File: config.mk
export PLATFORM = sky130hd
export DESIGN_NAME = muldiv_unit_flat
export DESIGN_NICKNAME = d
export VERILOG_FILES = /design/src/rtl/muldiv_pkg.sv /design/src/rtl/muldiv_if.sv /design/src/rtl/muldiv_step.sv /design/src/rtl/muldiv_unit.sv /design/src/flat_wrapper.sv
export SDC_FILE = /design/constraint.sdc
export NUM_CORES = 1
export LEC_CHECK = 0
export CORE_MARGIN = 5
export CORE_UTILIZATION = 35
export CTS_BUF_LIST = sky130_fd_sc_hd__clkbuf_4 sky130_fd_sc_hd__clkbuf_8 sky130_fd_sc_hd__clkbuf_16
export CTS_CLUSTER_DIAMETER = 80
export CTS_CLUSTER_SIZE = 40
export DETAILED_ROUTE_END_ITERATION = 10
export GPL_ROUTABILITY_DRIVEN = 0
export SYNTH_ARGS = -nofsm -noshare
export SYNTH_HDL_FRONTEND = slang
export SYNTH_SLANG_ARGS = --single-unit
export TNS_END_PERCENT = 1
File: constraint.sdc
create_clock -name clk -period 4.3 [get_ports clk]
set_input_delay 0.645 -clock clk [delete_from_list [all_inputs] [get_ports clk]]
set_output_delay 0.645 -clock clk [all_outputs]
set_load 0.05 [all_outputs]
File: src/rtl/muldiv_pkg.sv
// Shared definitions for the iterative multiply/divide unit: op encodings,
// FSM states and sizing helpers.
package muldiv_pkg;

   localparam int WIDTH_DEF = 32;

   localparam logic [1:0] OP_MULT  = 2'b00;
   localparam logic [1:0] OP_MULTU = 2'b01;
   localparam logic [1:0] OP_DIV   = 2'b10;
   localparam logic [1:0] OP_DIVU  = 2'b11;

   typedef enum logic [1:0] {
      IDLE = 2'd0,
      CALC = 2'd1,
      FIX  = 2'd2
   } state_t;

   function automatic int cnt_w(input int w);
      return $clog2(w) + 1;
   endfunction

   localparam int CNT_W = cnt_w(WIDTH_DEF);

endpackage

File: src/rtl/muldiv_if.sv
// Operand/result bundle between register bank, mul/div unit and write-back.
// The abort signal exists only when MUL_DIV_ABORT_EN is defined.
interface muldiv_if
   import muldiv_pkg::*;
#(
   parameter int WIDTH = WIDTH_DEF
) ();

   logic             start;
   logic [1:0]       op;
   logic [WIDTH-1:0] A;
   logic [WIDTH-1:0] B;
   logic             hi_we;
   logic             lo_we;
   logic             busy;
   logic             done;
   logic [WIDTH-1:0] hi;
   logic [WIDTH-1:0] lo;
`ifdef MUL_DIV_ABORT_EN
   logic             abort;

   modport master (output start, op, A, B, hi_we, lo_we, abort,
                   input  busy, done, hi, lo);
   modport slave  (input  start, op, A, B, hi_we, lo_we, abort,
                   output busy, done, hi, lo);
`else
   modport master (output start, op, A, B, hi_we, lo_we,
                   input  busy, done, hi, lo);
   modport slave  (input  start, op, A, B, hi_we, lo_we,
                   output busy, done, hi, lo);
`endif

endinterface

File: src/rtl/muldiv_step.sv
// One radix-2 iteration: shift-add multiply or restoring shift-subtract divide
// on a {upper, lower} 2*WIDTH accumulator.
module muldiv_step
   import muldiv_pkg::*;
#(
   parameter int WIDTH = WIDTH_DEF
) (
   input  logic [2*WIDTH-1:0] i_acc,
   input  logic [WIDTH-1:0]   i_operand,
   input  logic               i_is_div,
   output logic [2*WIDTH-1:0] o_acc
);

   logic [WIDTH:0] w_sum;
   logic [WIDTH:0] w_rem_sh;
   logic [WIDTH:0] w_diff;

   always_comb begin
      w_sum    = {1'b0, i_acc[2*WIDTH-1:WIDTH]} + {1'b0, i_operand};
      w_rem_sh = i_acc[2*WIDTH-1:WIDTH-1];
      w_diff   = w_rem_sh - {1'b0, i_operand};
      if (i_is_div) begin
         // MSB of the (WIDTH+1)-bit difference is the borrow: restore on borrow
         if (!w_diff[WIDTH])
            o_acc = {w_diff[WIDTH-1:0], i_acc[WIDTH-2:0], 1'b1};
         else
            o_acc = {w_rem_sh[WIDTH-1:0], i_acc[WIDTH-2:0], 1'b0};
      end else if (i_acc[0]) begin
         o_acc = {w_sum, i_acc[WIDTH-1:1]};
      end else begin
         o_acc = {1'b0, i_acc[2*WIDTH-1:1]};
      end
   end

endmodule

File: src/rtl/muldiv_unit.sv
// Iterative MULT/MULTU/DIV/DIVU with HI/LO registers and start/busy/done handshake.
// Define MUL_DIV_ABORT_EN to enable the abort input.
module muldiv_unit
   import muldiv_pkg::*;
#(
   parameter int WIDTH = WIDTH_DEF
) (
   input  logic     clk,
   input  logic     R,
   muldiv_if.slave  bus
);

   localparam int CW = cnt_w(WIDTH);

   state_t             r_state, w_state;
   logic [CW-1:0]      r_cnt, w_cnt;
   logic [2*WIDTH-1:0] r_acc, w_acc;
   logic [WIDTH-1:0]   r_opd, w_opd;
   logic               r_is_div, w_is_div;
   logic               r_neg, w_neg;
   logic               r_sa, w_sa;
   logic [WIDTH-1:0]   r_hi, w_hi;
   logic [WIDTH-1:0]   r_lo, w_lo;
   logic               r_done, w_done;

   logic [2*WIDTH-1:0] w_step;
   logic               w_signed_op;
   logic               w_div_op;
   logic [WIDTH-1:0]   w_abs_a;
   logic [WIDTH-1:0]   w_abs_b;

   muldiv_step #(.WIDTH(WIDTH)) u_step (
      .i_acc     (r_acc),
      .i_operand (r_opd),
      .i_is_div  (r_is_div),
      .o_acc     (w_step)
   );

   assign w_signed_op = (bus.op == OP_MULT) || (bus.op == OP_DIV);
   assign w_div_op    = (bus.op == OP_DIV)  || (bus.op == OP_DIVU);
   assign w_abs_a     = (w_signed_op && bus.A[WIDTH-1]) ? -bus.A : bus.A;
   assign w_abs_b     = (w_signed_op && bus.B[WIDTH-1]) ? -bus.B : bus.B;

   always_comb begin
      w_state  = r_state;
      w_cnt    = r_cnt;
      w_acc    = r_acc;
      w_opd    = r_opd;
      w_is_div = r_is_div;
      w_neg    = r_neg;
      w_sa     = r_sa;
      w_hi     = r_hi;
      w_lo     = r_lo;
      w_done   = 1'b0;
      case (r_state)
         IDLE: begin
            if (bus.start) begin
               w_state  = CALC;
               w_cnt    = '0;
               w_is_div = w_div_op;
               w_sa     = w_signed_op && bus.A[WIDTH-1];
               w_neg    = w_signed_op && (bus.A[WIDTH-1] ^ bus.B[WIDTH-1]);
               // Multiply walks the multiplier in the low half; divide shifts the dividend out of it
               w_acc    = w_div_op ? {{WIDTH{1'b0}}, w_abs_a} : {{WIDTH{1'b0}}, w_abs_b};
               w_opd    = w_div_op ? w_abs_b : w_abs_a;
            end else begin
               if (bus.hi_we) w_hi = bus.A;
               if (bus.lo_we) w_lo = bus.A;
            end
         end
         CALC: begin
            w_acc = w_step;
            w_cnt = r_cnt + 1'b1;
            if (r_cnt == CW'(WIDTH - 1)) w_state = FIX;
         end
         FIX: begin
            w_state = IDLE;
            w_done  = 1'b1;
            if (r_is_div) begin
               w_lo = (r_opd == '0) ? '1 :
                      (r_neg ? -r_acc[WIDTH-1:0] : r_acc[WIDTH-1:0]);
               w_hi = r_sa ? -r_acc[2*WIDTH-1:WIDTH] : r_acc[2*WIDTH-1:WIDTH];
            end else begin
               {w_hi, w_lo} = r_neg ? -r_acc : r_acc;
            end
         end
         default: w_state = IDLE;
      endcase
`ifdef MUL_DIV_ABORT_EN
      if (r_state != IDLE && bus.abort) begin
         w_state = IDLE;
         w_hi    = r_hi;
         w_lo    = r_lo;
         w_done  = 1'b0;
      end
`endif
   end

   always_ff @(posedge clk) begin
      if (!R) begin
         r_state  <= IDLE;
         r_cnt    <= '0;
         r_acc    <= '0;
         r_opd    <= '0;
         r_is_div <= 1'b0;
         r_neg    <= 1'b0;
         r_sa     <= 1'b0;
         r_hi     <= '0;
         r_lo     <= '0;
         r_done   <= 1'b0;
      end else begin
         r_state  <= w_state;
         r_cnt    <= w_cnt;
         r_acc    <= w_acc;
         r_opd    <= w_opd;
         r_is_div <= w_is_div;
         r_neg    <= w_neg;
         r_sa     <= w_sa;
         r_hi     <= w_hi;
         r_lo     <= w_lo;
         r_done   <= w_done;
      end
   end

   assign bus.busy = (r_state != IDLE);
   assign bus.done = r_done;
   assign bus.hi   = r_hi;
   assign bus.lo   = r_lo;

endmodule
File: src/flat_wrapper.sv
// flat-port wrapper written by rule: the top's interface ports become plain ports
module muldiv_unit_flat import muldiv_pkg::*;
#(
   parameter int WIDTH = WIDTH_DEF
)
  (clk, R, bus_start, bus_op, bus_A, bus_B, bus_hi_we, bus_lo_we, bus_busy, bus_done, bus_hi, bus_lo);
  muldiv_if #(.WIDTH(WIDTH)) bus_i ();
  input  logic clk;
  input  logic R;
  input wire logic [$bits(bus_i.start)-1:0] bus_start;
  input wire logic [$bits(bus_i.op)-1:0] bus_op;
  input wire logic [$bits(bus_i.A)-1:0] bus_A;
  input wire logic [$bits(bus_i.B)-1:0] bus_B;
  input wire logic [$bits(bus_i.hi_we)-1:0] bus_hi_we;
  input wire logic [$bits(bus_i.lo_we)-1:0] bus_lo_we;
  output wire logic [$bits(bus_i.busy)-1:0] bus_busy;
  output wire logic [$bits(bus_i.done)-1:0] bus_done;
  output wire logic [$bits(bus_i.hi)-1:0] bus_hi;
  output wire logic [$bits(bus_i.lo)-1:0] bus_lo;
  assign bus_i.start = bus_start;
  assign bus_i.op = bus_op;
  assign bus_i.A = bus_A;
  assign bus_i.B = bus_B;
  assign bus_i.hi_we = bus_hi_we;
  assign bus_i.lo_we = bus_lo_we;
  assign bus_busy = bus_i.busy;
  assign bus_done = bus_i.done;
  assign bus_hi = bus_i.hi;
  assign bus_lo = bus_i.lo;
  muldiv_unit #(.WIDTH(WIDTH)) u_core (.clk(clk), .R(R), .bus(bus_i));
endmodule
==> metrics <==
hold-fix buffers at CTS 0; cell types occupying the most area after synthesis sky130_fd_sc_hd__dfxtp_1 (24%), sky130_fd_sc_hd__a21oi_1 (6.7%), sky130_fd_sc_hd__xnor2_1 (6.3%); Post-Synthesis Mean Instance Area 7.42 µm²; remaining antenna violation count 0; type of destination of the critical path flop; antenna violations before repair 0; I/O Pins 137; clock tree from TritonCTS done; accumulated negative setup slack 0 ps; unrepaired setup endpoints after global routing no; gate count after technology mapping 1961; routed wire length per instance 23.3 µm; slew at the pin closest to its max-slew limit 1250 ps; netlist area before placement 14600 µm²; Most used DFF post-synth sky130_fd_sc_hd__dfxtp_1; ratio of routed vias to standard cells 6.21; final setup violation count 0; maximum number of pins on one net before global-route repair 122; die footprint 45800 µm²; synthesized flop and latch total 172; leakage power summed over all cells 6.56 nW; type of the worst setup path flop to flop; async set or reset register ratio after synthesis 0%; Yosys warning count 0; time the final worst path needs with I/O delays and setup 4010 ps; Final Util 42.1%; number of input and output port buffers inserted 136; Core Area 41000 µm²; worst hold path stage count 1; Final Cycle Share 93.2%; clk_lat worst skew 450 ps; result of the run finished, final reports clean; number of cells on the worst reg-to-reg path 15; worst setup skew after layout 15.1 ps; wire length of the first global-routing pass 91.3 mm; final count of pins violating max slew 0; maximum root-to-sink buffer count 2; library cell with the highest instance count after synthesis sky130_fd_sc_hd__nand2_1; Max-cap violations 0; number of rows created at floorplan 74; grt total ovfl 0; starting utilization of the core area 35.5%; synth-to-layout area growth 18.8%; net count after synthesis 2103; count of routing violations after the opening detailed-route iteration 1941; highest clock rate 250 MHz; number of H-tree branching levels 4; Die X-Extent 214 µm; power density normalized to cell area 316 nW/µm²; hold path startpoint u_core.r_acc[42]$_SDFFE_PN0P_; Synth top cells by count sky130_fd_sc_hd__nand2_1 (206), sky130_fd_sc_hd__a21oi_1 (196), sky130_fd_sc_hd__dfxtp_1 (172); start of the worst register-to-register path u_core.r_acc[31]$_SDFFE_PN0P_; net count of the finished layout 2187; routed vias 16100; drt first pass iters 8; post-synth cell types 71; clk root buf sky130_fd_sc_hd__clkbuf_16; maximum VDD drop 0.285 mV; class of the tightest hold or removal check flop to flop; critical register-to-register path endpoint u_core.r_acc[39]$_SDFFE_PN0P_; count of unresolved DRC violations after routing 0; Overall Global Routing Usage 24.9%; Slew HR 16.2%; post-synthesis cell type with the largest combined area sky130_fd_sc_hd__dfxtp_1; diode count 0; worst hold margin 493 ps; CTS Sinks 172; total wire length after detailed routing 60.3 mm; data required time of the critical path 4640 ps; share of final-layout standard cells stronger than drive strength 1 7.53%; TritonCTS buffer count 17; EDFF count, synth 0; CP Launch Type flop; maximum fanout along the worst path 29; post-route total power 5.46 mW; share of Yosys cell area claimed by the top area cell type 23.7%; register-to-register path setup slack 290 ps; vertical die dimension 214 µm; endpoint of the worst hold-timing path u_core.r_acc[42]$_SDFFE_PN0P_; hpwl dp 45.4 mm; count of final hold-check violations 0; sequential cell area fraction in the yosys report 23.7%; clock slew at reported path FFs 70 ps; number of global-route vias before repair 15000; WP data arrival 4350 ps; post-CTS setup-driven buffer insertion count 0; number of instances resized during post-cts repair 0
-- area by class of cell --
type	count	area, µm²
Sequential cell	172	3450
Fill cell	4223	23700
Inverter	62	235
Tap cell	532	666
Multi-Input combinational cell	1575	10300
Clock inverter	13	151
Timing Repair Buffer	217	2000
Clock buffer	19	453
-- kinds of logic (layout without fill, tap and decap cells) --
logic type | count (synthesis) | count (layout) | share of synthesized area, %
AOI/OAI and AO/OA | 703 | 703 | 31.9
buffers and inverters | 214 | 311 | 5.58
and+or+nand+nor | 580 | 580 | 18.9
adders and majority gates | 71 | 71 | 6.21
muxes | 52 | 52 | 3.66
xor gates and xnor gates | 169 | 169 | 10.2
DFF | 172 | 172 | 23.7
-- sequential cells by signal, summed over array words and instances (netlist names) --
register	cells
u_core.r_sa	1
u_core.r_opd	32
u_core.r_state	2
u_core.bus.lo	32
u_core.r_cnt	6
u_core.r_acc	64
u_core.bus.hi	32
u_core.r_is_div	1
u_core.bus.done	1
u_core.r_neg	1
-- layout by cell type (no fill, tap or decap), types with 22 or more instances in the layout --
master                              n
sky130_fd_sc_hd__a211oi_1          57
sky130_fd_sc_hd__a21o_1            29
sky130_fd_sc_hd__a21oi_1          196
sky130_fd_sc_hd__a222oi_1          28
sky130_fd_sc_hd__a22oi_1           37
sky130_fd_sc_hd__a31oi_1           39
sky130_fd_sc_hd__buf_4             78
sky130_fd_sc_hd__clkdlybuf4s50_1  135
sky130_fd_sc_hd__dfxtp_1          170
sky130_fd_sc_hd__ha_1              69
sky130_fd_sc_hd__inv_1             61
sky130_fd_sc_hd__mux2i_1           42
sky130_fd_sc_hd__nand2_1          205
sky130_fd_sc_hd__nand2b_1          28
sky130_fd_sc_hd__nand3_1           30
sky130_fd_sc_hd__nor2_1           150
sky130_fd_sc_hd__nor2b_1           22
sky130_fd_sc_hd__nor3_1            32
sky130_fd_sc_hd__nor4_1            27
sky130_fd_sc_hd__o211ai_1          49
sky130_fd_sc_hd__o21ai_0          126
sky130_fd_sc_hd__o31ai_1           24
sky130_fd_sc_hd__xnor2_1          105
sky130_fd_sc_hd__xor2_1            64
-- per-layer routing --
layer	track usage [%]	wire length [µm]
met1	34.0	25700
met2	39.7	26900
met3	4.63	5450
met4	8.57	2260
met5	0	0
-- worst max-delay path, stage by stage, from the launching register on --
cell and delay, ps:
sky130_fd_sc_hd__dfxtp_1 500, sky130_fd_sc_hd__inv_1 110, sky130_fd_sc_hd__ha_1 220, sky130_fd_sc_hd__fa_1 380, sky130_fd_sc_hd__nand2b_1 190, sky130_fd_sc_hd__a21oi_1 230, sky130_fd_sc_hd__a2111oi_0 130, sky130_fd_sc_hd__o31ai_1 290
sky130_fd_sc_hd__buf_4 180, sky130_fd_sc_hd__a21oi_1 170, sky130_fd_sc_hd__o31a_1 330, sky130_fd_sc_hd__o211ai_1 290, sky130_fd_sc_hd__buf_12 250, sky130_fd_sc_hd__mux2_2 350, sky130_fd_sc_hd__a21oi_1 160, sky130_fd_sc_hd__nor3_1 70
-- worst max path at each step --
stage                                  startpoint                       endpoint  slack [ps]  cells past startpoint
finish              u_core.r_acc[31]$_SDFFE_PN0P_  u_core.r_acc[39]$_SDFFE_PN0P_         290                     15
global route        u_core.r_acc[31]$_SDFFE_PN0P_  u_core.r_acc[39]$_SDFFE_PN0P_          30                     15
CTS                 u_core.r_acc[31]$_SDFFE_PN0P_  u_core.r_acc[39]$_SDFFE_PN0P_         360                     15
detailed placement                      bus_A[12]  u_core.r_opd[27]$_SDFFE_PN0P_         150                     10
global placement                        bus_A[12]  u_core.r_opd[27]$_SDFFE_PN0P_         210                     10
floorplan           u_core.r_acc[31]$_SDFFE_PN0P_  u_core.r_acc[32]$_SDFFE_PN0P_         530                     14
-- power by group --
part / internal, mW / switching, mW
clock: 0.900 / 0.749
sequential: 1.69 / 0.158
combinational: 0.745 / 1.22
-- per-stage QoR --
stage,instances,setup WS (ps),cell area (µm²)
final,2590,293,17300
after global routing,2590,30.1,17300
after CTS,2590,359,17300
after detailed placement,2558,148,16700
after global placement,2558,213,16700
after floorplan,1961,525,14600
Note: power is estimated with default switching activity, not from simulation.
